## src/rtl/hack_io_pkg.sv

```systemverilog
// Shared constants and types for the Hack memory-mapped I/O blocks.
// Address map, status bit positions and the UART serialiser state type.
package hack_io_pkg;

    localparam logic [14:0] HACK_KBD_ADDR       = 15'h6000;
    localparam logic [14:0] HACK_UART_TX_ADDR   = 15'h6002;
    localparam logic [14:0] HACK_UART_STAT_ADDR = 15'h6003;

    localparam int STAT_FULL_BIT = 0;
    localparam int STAT_BUSY_BIT = 1;
    localparam int STAT_OVF_BIT  = 2;
    localparam int STAT_CNT_LSB  = 4;
    localparam int STAT_CNT_W    = 4;

    typedef enum logic [1:0] {
        IDLE,
        START,
        DATA,
        STOP
    } uart_state_t;

endpackage

```

## src/rtl/hack_sync_fifo.sv

```systemverilog
// Single-clock FIFO with occupancy count; push when full and pop when
// empty are ignored. DEPTH must be a power of two so pointers wrap freely.
module hack_sync_fifo #(
    parameter int WIDTH = 8,
    parameter int DEPTH = 4,
    localparam int AW = $clog2(DEPTH),
    localparam int CW = $clog2(DEPTH + 1)
) (
    input  logic             clk,
    input  logic             reset,
    input  logic             push,
    input  logic             pop,
    input  logic [WIDTH-1:0] wdata,
    output logic [WIDTH-1:0] rdata,
    output logic             full,
    output logic             empty,
    output logic [CW-1:0]    count
);

    logic [WIDTH-1:0] mem [DEPTH];
    logic [AW-1:0]    wptr;
    logic [AW-1:0]    rptr;
    logic             do_push;
    logic             do_pop;

    assign full    = (count == CW'(DEPTH));
    assign empty   = (count == '0);
    assign do_push = push && !full;
    assign do_pop  = pop && !empty;
    assign rdata   = mem[rptr];

    // Storage array; contents need no reset since count gates reads.
    always_ff @(posedge clk) begin
        if (do_push) begin
            mem[wptr] <= wdata;
        end
    end

    // Pointer and occupancy bookkeeping.
    always_ff @(posedge clk) begin
        if (reset) begin
            wptr  <= '0;
            rptr  <= '0;
            count <= '0;
        end else begin
            if (do_push) begin
                wptr <= wptr + 1'b1;
            end
            if (do_pop) begin
                rptr <= rptr + 1'b1;
            end
            unique case ({do_push, do_pop})
                2'b10:   count <= count + 1'b1;
                2'b01:   count <= count - 1'b1;
                default: count <= count;
            endcase
        end
    end

endmodule

```

## src/rtl/hack_uart_tx_mmio.sv

```systemverilog
// Memory-mapped 8N1 UART transmitter on the Hack data-memory write port.
// Decodes a data and a status address, buffers bytes and serialises them.
module hack_uart_tx_mmio
    import hack_io_pkg::*;
#(
    parameter int          CLKS_PER_BIT = 868,
    parameter int          FIFO_DEPTH   = 4,
    parameter logic [14:0] TX_ADDR      = HACK_UART_TX_ADDR,
    parameter logic [14:0] STATUS_ADDR  = HACK_UART_STAT_ADDR
) (
    input  logic        Clk,
    input  logic        Reset,
    input  logic        we,
    input  logic [14:0] ram_address,
    input  logic [15:0] cpu_out_m,
    output logic [15:0] status_out,
    output logic        status_hit,
    output logic        tx,
    output logic        busy
);

    localparam int CW = $clog2(FIFO_DEPTH + 1);
    localparam int BW = $clog2(CLKS_PER_BIT);
    localparam logic [BW-1:0] BAUD_MAX = BW'(CLKS_PER_BIT - 1);

    uart_state_t   state;
    logic [BW-1:0] baud;
    logic [2:0]    bit_idx;
    logic [7:0]    shift;
    logic          tx_q;
    logic          overflow;

    logic          tx_hit;
    logic          tx_wr;
    logic          stat_wr;
    logic          push;
    logic          pop;
    logic          full;
    logic          empty;
    logic [7:0]    fifo_rdata;
    logic [CW-1:0] fifo_count;
    logic          baud_last;
    logic [15:0]   status_word;
    logic          unused_hi;

    assign tx_hit     = (ram_address == TX_ADDR);
    assign status_hit = (ram_address == STATUS_ADDR);
    assign tx_wr      = we && tx_hit;
    assign stat_wr    = we && status_hit;
    assign push       = tx_wr && !full;
    assign pop        = (state == IDLE) && !empty;
    assign baud_last  = (baud == BAUD_MAX);
    assign busy       = !empty || (state != IDLE);
    assign tx         = tx_q;
    assign unused_hi  = ^cpu_out_m[15:8];

    hack_sync_fifo #(
        .WIDTH(8),
        .DEPTH(FIFO_DEPTH)
    ) u_fifo (
        .clk  (Clk),
        .reset(Reset),
        .push (push),
        .pop  (pop),
        .wdata(cpu_out_m[7:0]),
        .rdata(fifo_rdata),
        .full (full),
        .empty(empty),
        .count(fifo_count)
    );

    // Status word assembly, gated so it only drives the bus on a hit.
    always_comb begin
        status_word = '0;
        status_word[STAT_FULL_BIT] = full;
        status_word[STAT_BUSY_BIT] = busy;
        status_word[STAT_OVF_BIT]  = overflow;
        status_word[STAT_CNT_LSB +: STAT_CNT_W] = STAT_CNT_W'(fifo_count);
        status_out = status_hit ? status_word : '0;
    end

    // Sticky overflow: set by a write into a full FIFO, cleared by software.
    always_ff @(posedge Clk) begin
        if (Reset) begin
            overflow <= 1'b0;
        end else if (tx_wr && full) begin
            overflow <= 1'b1;
        end else if (stat_wr && cpu_out_m[STAT_OVF_BIT]) begin
            overflow <= 1'b0;
        end
    end

    // Serialiser; tx is registered from the current state, one cycle behind.
    always_ff @(posedge Clk) begin
        if (Reset) begin
            state   <= IDLE;
            baud    <= '0;
            bit_idx <= '0;
            shift   <= '0;
            tx_q    <= 1'b1;
        end else begin
            unique case (state)
                IDLE: begin
                    tx_q <= 1'b1;
                    if (!empty) begin
                        shift <= fifo_rdata;
                        baud  <= '0;
                        state <= START;
                    end
                end
                START: begin
                    tx_q <= 1'b0;
                    if (baud_last) begin
                        baud    <= '0;
                        bit_idx <= '0;
                        state   <= DATA;
                    end else begin
                        baud <= baud + 1'b1;
                    end
                end
                DATA: begin
                    tx_q <= shift[0];
                    if (baud_last) begin
                        baud  <= '0;
                        shift <= {1'b0, shift[7:1]};
                        if (bit_idx == 3'd7) begin
                            state <= STOP;
                        end else begin
                            bit_idx <= bit_idx + 1'b1;
                        end
                    end else begin
                        baud <= baud + 1'b1;
                    end
                end
                STOP: begin
                    tx_q <= 1'b1;
                    if (baud_last) begin
                        baud  <= '0;
                        state <= IDLE;
                    end else begin
                        baud <= baud + 1'b1;
                    end
                end
                default: begin
                    tx_q  <= 1'b1;
                    state <= IDLE;
                end
            endcase
        end
    end

endmodule

```

## config.mk

```make
export PLATFORM = sky130hd
export DESIGN_NAME = hack_uart_tx_mmio
export DESIGN_NICKNAME = d
export VERILOG_FILES = /design/src/rtl/hack_io_pkg.sv /design/src/rtl/hack_sync_fifo.sv /design/src/rtl/hack_uart_tx_mmio.sv
export SDC_FILE = /design/constraint.sdc
export NUM_CORES = 1
export LEC_CHECK = 0
export BUFFER_PORTS_ARGS = -buffer_cell sky130_fd_sc_hd__buf_2
export CAP_MARGIN = 40
export CORE_ASPECT_RATIO = 1.5
export CORE_MARGIN = 2
export CORE_UTILIZATION = 36
export CTS_BUF_LIST = sky130_fd_sc_hd__clkbuf_2 sky130_fd_sc_hd__clkbuf_4 sky130_fd_sc_hd__clkbuf_8
export CTS_CLUSTER_DIAMETER = 60
export DETAILED_ROUTE_END_ITERATION = 8
export PLACE_DENSITY = 0.56
export REMOVE_ABC_BUFFERS = 1
export SLEW_MARGIN = 25
export SYNTH_ARGS = -nofsm -noshare
export SYNTH_HDL_FRONTEND = slang
export SYNTH_SLANG_ARGS = --single-unit
```

## constraint.sdc

```tcl
create_clock -name Clk -period 3.2 [get_ports Clk]
set_input_delay 0 -clock Clk [delete_from_list [all_inputs] [get_ports Clk]]
set_output_delay 0 -clock Clk [all_outputs]
set_load 0.02 [all_outputs]
```

==> impl_metrics.py, run 1 <==
metrics = {
    "outcome": {
        "status": "finished, final reports clean",
    },
    "die": {
        "core_sq_mm": 0.00878,
        "chipHeight_microns": 120,
        "rows": 42,
        "io_pins": 53,
        "start_util_pct": 36.7,
        "die_w_microns": 81.2,
        "dieArea_sq_mm": 0.00973,
    },
    "global_routing": {
        "gr-usage-all-layers_pct": 14.0,
        "antenna_found_initial": 0,
        "grt_max_degree": 31,
        "grt_overflow": 0,
        "grt_pass1_wl_microns": 10200,
        "grt_pass1_vias": 2176,
    },
    "final_layout": {
        "nets": 372,
        "antennaDiodeCount": 0,
        "fin_cells": 439,
        "drive_gt1_share_pct": 21.3,
        "fin_util_pct": 42.9,
        "nFillCells": 814,
        "layout-area-overhead-vs-synth_pct": 16.8,
        "finalInstanceArea_sq_mm": 0.00376,
    },
    "placed_design": {
        "place_area_sq_mm": 0.00346,
        "gp_congestion": 0.762,
        "port_buffers": 34,
        "dp_cells": 413,
        "hpwl_microns": 4290,
        "pre_cts_slack_ns": 0.704,
    },
    "sta": {
        "final_max_slew_viol_count": 0,
        "worst_pin_slew_ns": 0.578,
        "slew_headroom_pct": 61.5,
        "timing.hold.ws_ns": 0.131,
        "layout_setup_ws_ns": 0.825,
        "fin_crit_ns": 2.37,
        "fin_crit_sh_pct": 74.2,
        "max_freq_ghz": 0.421,
        "setup_tns_ns": 0,
        "hold_violations": 0,
        "fin_skew_ns": 0.00474,
        "setup_viol": 0,
        "grt_setup_unrepaired": "no",
    },
    "clock_tree": {
        "cts_tree": "built",
        "clock_path_buffers": 2,
        "cts.htree.levels": 3,
        "clkSinkCount": 66,
        "cts_buffers": 9,
        "root_buffer": "clkbuf_8",
        "clkSlewWorstSetupHoldPaths_ns": 0.07,
        "post_cts_buffers": 0,
        "clock_latency_ns": 0.35,
    },
    "pwr": {
        "powerDensity_mw_per_mm2": 443,
        "total_power_mw": 1.66,
        "seqPwrFrac_pct": 53.4,
        "ir_worst_vdd_mv": 0.318,
        "combPwrFrac_pct": 4.2,
        "switchingPower_mw": 0.385,
        "sw_frac_of_total_pct": 23.1,
        "leakagePower_nw": 1.35,
        "internal_power_mw": 1.28,
        "power.share.clock_pct": 42.4,
    },
    "setup_path": {
        "path_max_fanout": 7,
        "r2r_cells": 10,
        "slowest_stage": "dfxtp_1",
        "cp.required_ns": 3.47,
        "cp_cell_sequence": "nor2_1 -> a21oi_1 -> and3_1 -> inv_1 -> ha_1 -> inv_1 -> fa_1 -> xor2_1 -> or3_1 -> a21oi_1",
        "critPathLaunch": "u_fifo.count[0]$_SDFFE_PP0P_",
        "cp_data_arrival_time_ns": 2.65,
        "cp-endpoint": "u_fifo.count[2]$_SDFFE_PP0P_",
        "regToRegSetupSlack_ns": 0.83,
        "startpoint_type": "flop",
        "path_class": "reg2reg",
        "critPathCaptureType": "flop",
        "cp.depth": 10,
        "r2r-end": "u_fifo.count[2]$_SDFFE_PP0P_",
        "critPathTopFamily": "simple AND/OR/NAND/NOR gates",
        "crit_buf_inv": 2,
        "critPathMaxStageDelay_ns": 0.38,
        "reg2reg_from": "u_fifo.count[0]$_SDFFE_PP0P_",
    },
    "synthesis": {
        "synth_edf_count": 32,
        "ys_seq_area_share_pct": 51.0,
        "ys_top_cells_by_area": "edfxtp_1 (30%), dfxtp_1 (21%), mux4_2 (5.6%)",
        "netlist_area_sq_mm": 0.00322,
        "synth_flop_cell": "dfxtp_1",
        "synth_warnings": 0,
        "synthArstFlopShare_pct": 0,
        "yosysTopAreaCellShare_pct": 29.8,
        "yosys.area.top_type": "edfxtp_1",
        "ys_ff_latch": 66,
        "postSynthAreaPerCell_sq_um": 11.5,
        "syn_inst": 279,
        "yosysUniqueCellTypes": 58,
    },
    "drt": {
        "wl_per_cell_microns": 13.6,
        "viasPerCell": 5.00,
        "dr_total_vias": 2196,
        "drtIter0Drc": 99,
        "firstDrtPassIters": 4,
        "ant_nets": 0,
        "wl_microns": 5980,
        "drc_errors": 0,
    },
    "job": {
        "drv_cap": 0,
    },
    "min_path": {
        "hp-class": "in2reg",
    },
}
## cell type report
cell class	instances	area, sq um	area share, %
Clock buffer	9	124	3.29
Clock inverter	7	76.3	2.03
Inverter	19	71.3	1.90
Multi-Input combinational cell	181	1420	37.7
Sequential cell	66	1640	43.6
Tap cell	110	138	3.66
Timing Repair Buffer	47	293	7.78
## synth_stat cells, types with 2 or more instances
cell type	count
a2111oi_0	7
a211oi_1	7
a21oi_1	10
a22oi_1	3
a31oi_1	5
a41oi_1	3
and2_0	3
and2_1	12
and3_1	9
buf_2	2
buf_4	10
clkbuf_1	9
dfxtp_1	34
edfxtp_1	32
ha_1	13
inv_1	19
mux2i_1	5
mux4_2	8
nand2_1	9
nand2b_1	4
nand3_1	4
nand3b_1	3
nand4_1	4
nor2_1	17
nor2b_1	2
nor4_1	2
o21ai_0	6
o31ai_1	2
or3_1	3
xor2_1	4
## cell families (layout without fill, tap and decap cells)
group / count (synthesis) / after routing / synth area share, %
XOR/XNOR: 5 / 5 / 1.36
multiplexers: 14 / 14 / 7.61
flip-flops: 66 / 66 / 51.0
AO/OA/AOI/OAI: 52 / 52 / 11.8
adder cells (fa/ha/maj): 14 / 14 / 5.67
AND/OR/NAND/NOR: 86 / 86 / 16.2
buffers and inverters: 41 / 82 / 6.25
other: 1 / 10 / 0.116
## routing by layer
layer	track usage [%]	routed length [microns]	vias to the layer above
met5	0	0	-
met4	9.00	155	0
met3	3.46	172	9
met2	23.3	3210	33
met1	15.5	2450	1050
li1	-	-	1104
## worst reg2reg max path: cells and delay by family, from the launching register on
family / cells / cell delay [ns]
buf+inv: 2 / 0.14
fa+ha+maj: 2 / 0.55
simple gates: 3 / 0.80
xor+xnor: 1 / 0.16
compound gates: 2 / 0.28
flops: 1 / 0.38
## registers in the layout, summed over array words and instances, names as in the netlist, 2 cells and up, named ones only
register	cells
u_fifo.count	3
u_fifo.mem	32
u_fifo.rptr	2
state	2
baud	10
bit_idx	3
u_fifo.wptr	2
shift	8
## placed cells by master, fill, tap and decap left out, types with 3 or more instances in the layout
cell type      Yosys  layout
a21oi_1           10      10
inv_1             19      19
nand3b_1           3       3
nand4_1            4       4
buf_2              2      34
nor2_1            17      17
dlygate4sd3_1      0      10
buf_4             10       3
and2_0             3       3
nand2_1            9       9
and3_1             9       9
or3_1              3       3
edfxtp_1          32      32
nand2b_1           4       4
and2_1            12      12
a41oi_1            3       3
a211oi_1           7       7
ha_1              13      13
nand3_1            4       4
conb_1             1      10
dfxtp_1           34      34
a2111oi_0          7       7
o21ai_0            6       6
mux4_2             8       8
a22oi_1            3       3
clkbuf_8           0       9
a31oi_1            5       5
xor2_1             4       4
mux2i_1            5       5
## how the worst min path moves through the flow
stage,from,to,depth (start not counted)
after floorplan,Reset,baud[2]$_SDFFE_PP0N_,1
after detailed placement,cpu_out_m[7],u_fifo.mem[0][7]$_DFFE_PP_,1
after global routing,Reset,bit_idx[0]$_SDFFE_PP0P_,2
after CTS,Reset,bit_idx[0]$_SDFFE_PP0P_,2
after global placement,cpu_out_m[6],u_fifo.mem[3][6]$_DFFE_PP_,1
final,Reset,bit_idx[0]$_SDFFE_PP0P_,2
## repair_timing
item                      CTS  global route
hold buffers               10             0
gates resized for setup     0             0
hold endpoints to repair   34             0
## power groups by stage
| stage | Clock, mW | Sequential, mW | Combinational [mW] |
|---|---|---|---|
| detailed placement | 0 | 0.908 | 0.0611 |
| global placement | 0 | 0.908 | 0.0597 |
| CTS | 0.734 | 0.888 | 0.0704 |
| floorplan | 0 | 0.908 | 0.0288 |
| global route | 0.777 | 0.889 | 0.0779 |
| finish | 0.706 | 0.889 | 0.0700 |
(Power assumes the default switching activity.)
==> inputs of run 2 (changes only) <==
==> constraint.sdc (replaced) <==
create_clock -name Clk -period 2.3 [get_ports Clk]
set_input_delay 0 -clock Clk [delete_from_list [all_inputs] [get_ports Clk]]
set_output_delay 0 -clock Clk [all_outputs]
set_load 0.02 [all_outputs]
==> run 2 against run 1 <==
Against the previous run: die area is the same; clock skew about the same; utilization rose by 1.1 points; sequential power grew 39%; flip-flop and latch count did not move; via count rose by 2.7%; maximum frequency up 11%; critical path depth unchanged; total power is 38% higher; non-clock buffer count is 12 higher; largest power group unchanged; highest routed layer unchanged.
==> impl_metrics.py, run 2 (synthesis results as in run 1) <==
metrics = {
    "sta": {
        "timing.hold.ws_ns": 0.134,
        "fin_crit_sh_pct": 92.9,
        "setup_viol": 0,
        "final_max_slew_viol_count": 0,
        "grt_setup_unrepaired": "no",
        "slew_headroom_pct": 60.8,
        "fin_skew_ns": 0.00491,
        "worst_pin_slew_ns": 0.589,
        "max_freq_ghz": 0.468,
        "hold_violations": 0,
        "fin_crit_ns": 2.14,
    },
    "global_routing": {
        "antenna_found_initial": 0,
        "grt_pass1_wl_microns": 10300,
        "grt_pass1_vias": 2165,
        "grt_max_degree": 31,
        "grt_overflow": 0,
        "gr-usage-all-layers_pct": 13.9,
    },
    "pwr": {
        "ir_worst_vdd_mv": 0.493,
        "power.share.clock_pct": 41.8,
        "internal_power_mw": 1.79,
        "combPwrFrac_pct": 4.3,
        "switchingPower_mw": 0.508,
        "sw_frac_of_total_pct": 22.1,
        "leakagePower_nw": 1.42,
        "powerDensity_mw_per_mm2": 596,
        "seqPwrFrac_pct": 53.8,
    },
    "final_layout": {
        "nets": 384,
        "largest_register": "u_fifo.mem",
        "finalInstanceArea_sq_mm": 0.00386,
        "layout-area-overhead-vs-synth_pct": 19.7,
        "largestRegisters": "u_fifo.mem: 32 flops, baud: 10 flops, shift: 8 flops",
        "layout_common_cells": "buf_2 (34), dfxtp_1 (33), edfxtp_1 (32)",
        "drive_gt1_share_pct": 25.2,
        "largest_reg_flops": 32,
        "final_common_cell": "buf_2",
        "nFillCells": 832,
        "seq_area_sq_mm": 0.00164,
        "multi_input_area_sq_mm": 0.00142,
        "antennaDiodeCount": 0,
    },
    "drt": {
        "ant_nets": 0,
        "viasPerCell": 5.00,
        "dr_total_vias": 2255,
        "drc_errors": 0,
        "wl_microns": 6070,
        "drtIter0Drc": 95,
        "firstDrtPassIters": 4,
        "wl_per_cell_microns": 13.4,
    },
    "setup_path": {
        "cp_data_arrival_time_ns": 2.41,
        "cp.required_ns": 2.58,
        "path_class": "reg2reg",
        "path_max_fanout": 3,
        "critPathCaptureType": "flop",
        "startpoint_type": "flop",
    },
    "clock_tree": {
        "clock_latency_ns": 0.35,
        "cts_tree": "built",
        "clkSinkCount": 66,
        "clock_path_buffers": 2,
        "root_buffer": "clkbuf_8",
        "clkSlewWorstSetupHoldPaths_ns": 0.07,
        "cts.htree.levels": 3,
        "cts_buffers": 9,
    },
    "min_path": {
        "hp-class": "in2reg",
    },
    "die": {
        "rows": 42,
        "dieArea_sq_mm": 0.00973,
        "start_util_pct": 36.7,
        "die_w_microns": 81.2,
        "io_pins": 53,
        "chipHeight_microns": 120,
        "core_sq_mm": 0.00878,
    },
    "placed_design": {
        "hpwl_microns": 4260,
        "gp_congestion": 0.733,
        "port_buffers": 34,
        "place_area_sq_mm": 0.00354,
    },
    "outcome": {
        "status": "finished, final reports clean",
    },
    "job": {
        "drv_cap": 0,
    },
}
==> run 2: area by class of cell <==
cell class                      instances  area share (%)
Clock buffer                           10            3.41
Clock inverter                          6            1.75
Inverter                               19            1.85
Multi-Input combinational cell        181            36.9
Sequential cell                        66            42.6
Tap cell                              110            3.57
Timing Repair Buffer                   59            9.93
==> run 2: layer usage <==
layer	wire length [microns]	vias to the layer above	track usage (%)
li1	-	1130	-
met5	0	-	0
met2	3230	25	23.2
met3	174	12	4.29
met4	124	0	6.46
met1	2540	1088	16.0
==> run 2: final timing paths <==
| path | slack [ns] | from | endpoint | depth (start not counted) |
|---|---|---|---|---|
| worst max-delay path | 0.16 | u_fifo.count[0]$_SDFFE_PP0P_ | u_fifo.count[2]$_SDFFE_PP0P_ | 10 |
| worst min-delay path | 0.13 | Reset | u_fifo.count[1]$_SDFFE_PP0P_ | 2 |
| worst min register to register | 0.46 | shift[4]$_SDFFE_PP0P_ | shift[4]$_SDFFE_PP0P_ | 2 |
| worst max register to register | 0.16 | u_fifo.count[0]$_SDFFE_PP0P_ | u_fifo.count[2]$_SDFFE_PP0P_ | 10 |
==> run 2: power by group through the flow <==
stage | clock (mW) | combinational, mW | sequential [mW]
finish | 0.960 | 0.0996 | 1.24
global route | 1.05 | 0.111 | 1.24
CTS | 1.00 | 0.100 | 1.24
detailed placement | 0 | 0.0871 | 1.26
global placement | 0 | 0.0852 | 1.26
floorplan | 0 | 0.0401 | 1.26
==> run 2: repair_timing <==
item	in CTS	in global routing
buffers inserted	0	1
endpoints found under the hold margin	34	0
setup endpoints to repair	0	2
hold buffers	10	0
gates resized for setup	0	3
==> run 2: through the flow <==
stage	worst slack, ns	util, %	std cells	setup TNS, ns	power, mW
2_1_floorplan	-0.560	-	266	-6.10	1.30
3_3_place_gp	0.135	40.4	424	0	1.35
3_5_place_dp	0.0855	40.4	424	0	1.35
4_1_cts	0.111	43.8	450	0	2.34
5_1_grt	0.00541	43.9	451	0	2.40
6_report	0.163	43.9	451	0	2.30
==> run 2: critical path, cell delays in order (launching register included) <==
cell     delay (ns)
dfxtp_1        0.32
nor2_2         0.17
a21oi_1        0.10
and3_1         0.20
inv_1          0.06
ha_1           0.17
inv_1          0.06
fa_1           0.37
xor2_1         0.16
or3_1          0.31
a21oi_1        0.14
